File: src/rtl/vdp_sprite_meta_dma.sv
// Sprite metadata DMA: streams source words into the x/y/g sprite metadata
// blocks selected by block_mask, with at most two reads in flight. Reads are
// only issued during vblank; returned words are always written.
//
// state | meaning
// IDLE  | waiting for start
// ISSUE | issuing source reads (vblank-gated), writing returned words
// DRAIN | all reads issued, waiting for outstanding returns
// DONE  | one-cycle completion pulse, busy already low
module vdp_sprite_meta_dma #(
  parameter int SRC_ADDRESS_WIDTH = 16
) (
  input  logic                         clk,
  input  logic                         reset,
  input  logic                         start,
  input  logic [SRC_ADDRESS_WIDTH-1:0] src_address,
  input  logic [7:0]                   dest_index,
  input  logic [7:0]                   length_m1,
  input  logic [2:0]                   block_mask,
  input  logic                         vblank,
  output logic                         busy,
  output logic                         done,
  output logic [SRC_ADDRESS_WIDTH-1:0] src_read_address,
  output logic                         src_read_req,
  input  logic                         src_read_ready,
  input  logic [15:0]                  src_read_data,
  input  logic                         src_read_data_valid,
  output logic [7:0]                   meta_address,
  output logic [15:0]                  meta_write_data,
  output logic [2:0]                   meta_block_select,
  output logic                         meta_we
);

  typedef enum logic [1:0] {
    IDLE  = 2'd0,
    ISSUE = 2'd1,
    DRAIN = 2'd2,
    DONE  = 2'd3
  } state_t;

  state_t      state, state_nxt;
  logic [7:0]  dest_base;
  logic [7:0]  len_m1;
  logic [2:0]  mask;
  logic [1:0]  issue_blk, ret_blk;
  logic [7:0]  issue_cnt, ret_cnt;
  logic [1:0]  outstanding;
  logic        accept, ret, last_req;
  logic [2:0]  issue_nxt, ret_nxt;

  // Lowest selected block; only meaningful when the mask is non-zero.
  function automatic logic [1:0] first_blk(input logic [2:0] m);
    if (m[0])      first_blk = 2'd0;
    else if (m[1]) first_blk = 2'd1;
    else           first_blk = 2'd2;
  endfunction

  // Next selected block after cur, returned as {found, index}.
  function automatic logic [2:0] next_blk(input logic [2:0] m, input logic [1:0] cur);
    next_blk = 3'b000;
    case (cur)
      2'd0: begin
        if (m[1])      next_blk = {1'b1, 2'd1};
        else if (m[2]) next_blk = {1'b1, 2'd2};
      end
      2'd1: begin
        if (m[2])      next_blk = {1'b1, 2'd2};
      end
      default: next_blk = 3'b000;
    endcase
  endfunction

  // Handshake decode, next-state logic and status outputs.
  always_comb begin
    state_nxt    = state;
    src_read_req = (state == ISSUE) && vblank && (outstanding < 2'd2);
    accept       = src_read_req && src_read_ready;
    // Returns outside an active transfer (idle, or after a reset) are dropped.
    ret          = src_read_data_valid && ((state == ISSUE) || (state == DRAIN))
                   && (outstanding != 2'd0);
    issue_nxt    = next_blk(mask, issue_blk);
    ret_nxt      = next_blk(mask, ret_blk);
    last_req     = (issue_cnt == len_m1) && !issue_nxt[2];
    busy         = (state == ISSUE) || (state == DRAIN);
    done         = (state == DONE);
    case (state)
      IDLE: begin
        if (start) state_nxt = (block_mask == 3'b000) ? DONE : ISSUE;
      end
      ISSUE: begin
        if (accept && last_req) state_nxt = DRAIN;
      end
      DRAIN: begin
        // The final return's write is registered in the same edge that
        // clears the count, so zero here means every write has been issued.
        if (outstanding == 2'd0) state_nxt = DONE;
      end
      DONE: state_nxt = IDLE;
      default: state_nxt = IDLE;
    endcase
  end

  // State register.
  always_ff @(posedge clk) begin
    if (reset) state <= IDLE;
    else       state <= state_nxt;
  end

  // Transfer parameters, issue/return position tracking and outstanding count.
  always_ff @(posedge clk) begin
    if (reset) begin
      dest_base        <= 8'd0;
      len_m1           <= 8'd0;
      mask             <= 3'b000;
      issue_blk        <= 2'd0;
      ret_blk          <= 2'd0;
      issue_cnt        <= 8'd0;
      ret_cnt          <= 8'd0;
      outstanding      <= 2'd0;
      src_read_address <= '0;
    end else if (state == IDLE) begin
      if (start) begin
        dest_base        <= dest_index;
        len_m1           <= length_m1;
        mask             <= block_mask;
        issue_blk        <= first_blk(block_mask);
        ret_blk          <= first_blk(block_mask);
        issue_cnt        <= 8'd0;
        ret_cnt          <= 8'd0;
        outstanding      <= 2'd0;
        src_read_address <= src_address;
      end
    end else begin
      if (accept) begin
        src_read_address <= src_read_address + SRC_ADDRESS_WIDTH'(1);
        if (issue_cnt == len_m1) begin
          issue_cnt <= 8'd0;
          issue_blk <= issue_nxt[1:0];
        end else begin
          issue_cnt <= issue_cnt + 8'd1;
        end
      end
      if (ret) begin
        if (ret_cnt == len_m1) begin
          ret_cnt <= 8'd0;
          ret_blk <= ret_nxt[1:0];
        end else begin
          ret_cnt <= ret_cnt + 8'd1;
        end
      end
      case ({accept, ret})
        2'b10:   outstanding <= outstanding + 2'd1;
        2'b01:   outstanding <= outstanding - 2'd1;
        default: outstanding <= outstanding;
      endcase
    end
  end

  // Registered metadata write, one cycle after each accepted return.
  always_ff @(posedge clk) begin
    if (reset) begin
      meta_we           <= 1'b0;
      meta_address      <= 8'd0;
      meta_write_data   <= 16'd0;
      meta_block_select <= 3'b000;
    end else begin
      meta_we <= ret;
      if (ret) begin
        meta_address      <= dest_base + ret_cnt;
        meta_write_data   <= src_read_data;
        meta_block_select <= 3'b001 << ret_blk;
      end
    end
  end

endmodule
File: config.mk
export PLATFORM = sky130hd
export DESIGN_NAME = vdp_sprite_meta_dma
export DESIGN_NICKNAME = d
export VERILOG_FILES = /design/src/rtl/vdp_sprite_meta_dma.sv
export SDC_FILE = /design/constraint.sdc
export NUM_CORES = 1
export LEC_CHECK = 0
export BUFFER_PORTS_ARGS = -buffer_cell sky130_fd_sc_hd__buf_2
export CORE_ASPECT_RATIO = 0.8
export CORE_MARGIN = 1
export CORE_UTILIZATION = 30
export CTS_CLUSTER_DIAMETER = 200
export CTS_CLUSTER_SIZE = 30
export DETAILED_ROUTE_END_ITERATION = 16
export GPL_TIMING_DRIVEN = 0
export PLACE_DENSITY = 0.48
export SYNTH_ARGS = -nofsm -noshare
export SYNTH_HDL_FRONTEND = slang
export SYNTH_SLANG_ARGS = --single-unit
File: constraint.sdc
create_clock -name clk -period 2.13 [get_ports clk]
set_input_delay 0.5325 -clock clk [delete_from_list [all_inputs] [get_ports clk]]
set_output_delay 0.5325 -clock clk [all_outputs]
set_load 0.05 [all_outputs]
==> flow_metrics.py <==
metrics = {
    "global_route": {
        "grt_pass1_vias": 3953,
        "track_usage": 0.1874,
        "overflow": 0,
        "antenna_found_initial": 0,
        "grt_pass1_wl_um": 21140,
        "grt_max_degree": 18,
    },
    "power": {
        "ir_drop_uv": 716.1,
        "power_density_nw_per_um2": 1152,
        "p_leak_uw": 0.002333,
    },
    "critical_path": {
        "worstReg2RegStart": "ret_cnt[4]",
        "worst_ep_required_time_ns": 2.35,
        "endpoint": "ret_cnt[6]",
        "crit_type": "reg2reg",
        "critPathLaunchType": "flop",
        "r2r_end": "ret_cnt[6]",
        "reg2reg_depth": 7,
        "crit_fanout": 10,
        "crit_path_start": "ret_cnt[4]",
        "rrSetupSlack_ns": 0.11,
        "critical_path_arrival_ns": 2.24,
        "critPathCaptureType": "flop",
    },
    "cells_and_area": {
        "multiInputGateArea_um2": 2521,
        "syn_to_final_growth_pct": 25.54,
        "fin_cells": 844,
        "finalCoreUtilization": 0.3859,
        "fillCellCount": 1515,
        "final_nets": 727,
        "drive_gt1_frac": 0.2379,
        "diodes": 0,
        "register_area_um2": 1723,
    },
    "sta": {
        "hold_viol": 0,
        "slew_headroom": 0.5093,
        "period_needed_ns": 2.018,
        "fin_ws_ns": 0.1119,
        "clock-skew-final_ns": 0.01189,
        "rsz0062_at_grt": "true",
        "max_freq_mhz": 495.5,
        "setup-violations-final": 0,
        "worst_slew_pin_slew_ns": 0.7361,
        "fin_crit_sh": 0.9474,
        "slew_violations": 0,
        "tns_ns": 0,
    },
    "floorplan": {
        "die_w_um": 137.1,
        "dieArea_um2": 15090,
        "pin_count": 104,
        "fp.dieH_um": 110.1,
        "core_um2": 14250,
        "start_util": 0.3074,
        "rows": 39,
    },
    "placed_design": {
        "hpwl_um": 10180,
        "io_buffers": 102,
        "gp_congestion": 0.8322,
        "place_ws_ns": -0.2201,
        "placed_cells": 826,
    },
    "clocking": {
        "clock_sinks": 86,
        "cts_tree": "built",
        "clkTransAtPathRegs_ns": 0.07,
        "root_buffer": "clkbuf_16",
        "cts_buffers": 9,
        "insertion_delay_ns": 0.36,
        "clockBufferDepth": 2,
        "htree_levels": 3,
    },
    "synthesis": {
        "syn_area_um2": 4380,
        "synth.yosys.seq_area_share": 0.3930,
        "synth_top_area_cell": "dfxtp_1",
        "synth.top_cell.area_share": 0.3930,
        "synth.avg_cell_area_um2": 8.112,
        "synthArstFlopShare": 0,
        "synthesis.nets": 612,
        "synth_edf_count": 0,
        "ys_ff_latch": 86,
        "netlist-cell-type-count": 60,
        "synth_cells": 540,
        "synth_area_leaders": "dfxtp_1, nand2_1, a21oi_1",
        "yosysWarningCount": 0,
        "yosys_most_used_dff": "dfxtp_1",
    },
    "worst_hold_path": {
        "hp-class": "in2reg",
        "holdPathStages": 3,
    },
    "drt": {
        "post_drt_via_cell_ratio": 5.192,
        "drt_iter0_drc": 245,
        "wl_um": 13790,
        "wl_per_cell_um": 16.33,
        "vias": 4382,
        "antenna_left": 0,
        "route.detailed.drc": 0,
        "drtPass1Iterations": 5,
    },
    "flow_run": {
        "maxCapViolations": 0,
    },
    "run_status": {
        "status": "finished, final reports clean",
    },
}
-- critical path: stages (launching register included) --
cell	delay [ns]
dfxtp_1	0.33
clkbuf_2	0.17
xor2_1	0.17
nor4_2	0.60
a2111oi_4	0.16
buf_6	0.18
a41oi_1	0.20
a31oi_1	0.06
-- how the worst min path moves through the flow --
stage                         from                   to
2_1_floorplan         dest_base[0]         dest_base[0]
4_1_cts           src_read_data[6]   meta_write_data[6]
6_report             dest_index[4]         dest_base[4]
3_5_place_dp   meta_write_data[11]  meta_write_data[11]
5_1_grt          src_read_data[12]  meta_write_data[12]
3_3_place_gp    meta_write_data[3]   meta_write_data[3]
-- report_power, final --
part,switching [uW],internal (uW)
registers,265,1840
logic,1850,815
clock network,743,818
total,2860,3470
-- synthesized netlist by cell type, types with 4 or more instances --
master and n:
clkbuf_1 18, o22ai_1 4, nor3_1 6, nand4_1 4
o31ai_1 6, o21a_1 4, mux2i_1 6, a31oi_1 11
dfxtp_1 86, nand2b_1 4, a22o_1 4, a211oi_1 7
a21oi_1 68, ha_1 14, nand2_1 110, nand3_1 17
a22oi_1 4, nor2_1 34, and3_1 5, buf_2 10
xor2_1 18, xnor2_1 7, a41oi_1 5, o21ai_0 21
o41ai_1 4, inv_1 6
-- cell families after synthesis --
family          after synthesis  synth area share
mux                           6           0.01371
xor+xnor                     25           0.04999
fa+ha+maj                    15           0.04456
flops                        86            0.3930
simple gates                208            0.2245
buf+inv                      41           0.03970
compound gates              159            0.2345
-- cell type report --
cell class / count / share of cell area
plain buffers: 33 / 0.02935
clock buffers: 9 / 0.04096
clock inverters: 7 / 0.01138
inverters: 7 / 0.004778
multi-input cells: 413 / 0.4585
flip-flops and latches: 86 / 0.3133
well taps: 184 / 0.04187
repair buffers: 105 / 0.09989
-- timing repair --
item / CTS / global route
endpoints found under the setup margin: 42 / 56
buffers inserted: 2 / 1
pin swaps: 2 / 2
gates resized for setup: 4 / 23
hold buffers: 0 / 0
-- cells in the final DEF (no fill, tap or decap), types with 5 or more instances in the layout --
cell type / count
o21ai_0: 20
clkbuf_16: 9
nor2_1: 33
and3_1: 5
o31ai_1: 6
clkbuf_1: 10
nand2_1: 110
mux2i_1: 6
xor2_1: 18
a41oi_1: 5
inv_1: 6
buf_2: 110
a21oi_1: 67
xnor2_1: 7
dfxtp_1: 85
a31oi_1: 11
ha_1: 13
clkbuf_2: 10
nand3_1: 17
a211oi_1: 7
nor3_1: 6
-- registers in the layout, indices dropped and copies added (netlist names) --
register,count
state,2
ret_blk,2
meta_we,1
meta_address,8
outstanding,2
ret_cnt,8
meta_write_data,16
src_read_address,16
mask,2
dest_base,8
issue_blk,2
issue_cnt,8
meta_block_select,3
len_m1,8
-- metrics by stage --
step	hold WS, ns	cell area [um^2]	total power, uW
finish	0.4079	5499	6336
global route	0.4053	5499	6717
CTS	0.3961	5431	6310
detailed placement	0.4435	5121	4705
global placement	0.4399	5121	4674
floorplan	0.4406	4380	3960
-- routing by layer --
metal  track usage  vias to the layer above  part of all wire
li1              -                     2174                 -
met1        0.2586                     2084              0.48
met2        0.2843                      111              0.44
met3       0.04710                       13             0.067
met4       0.06044                        0             0.012
met5             0                        -                 0
Power figures use the tool's default switching activity.
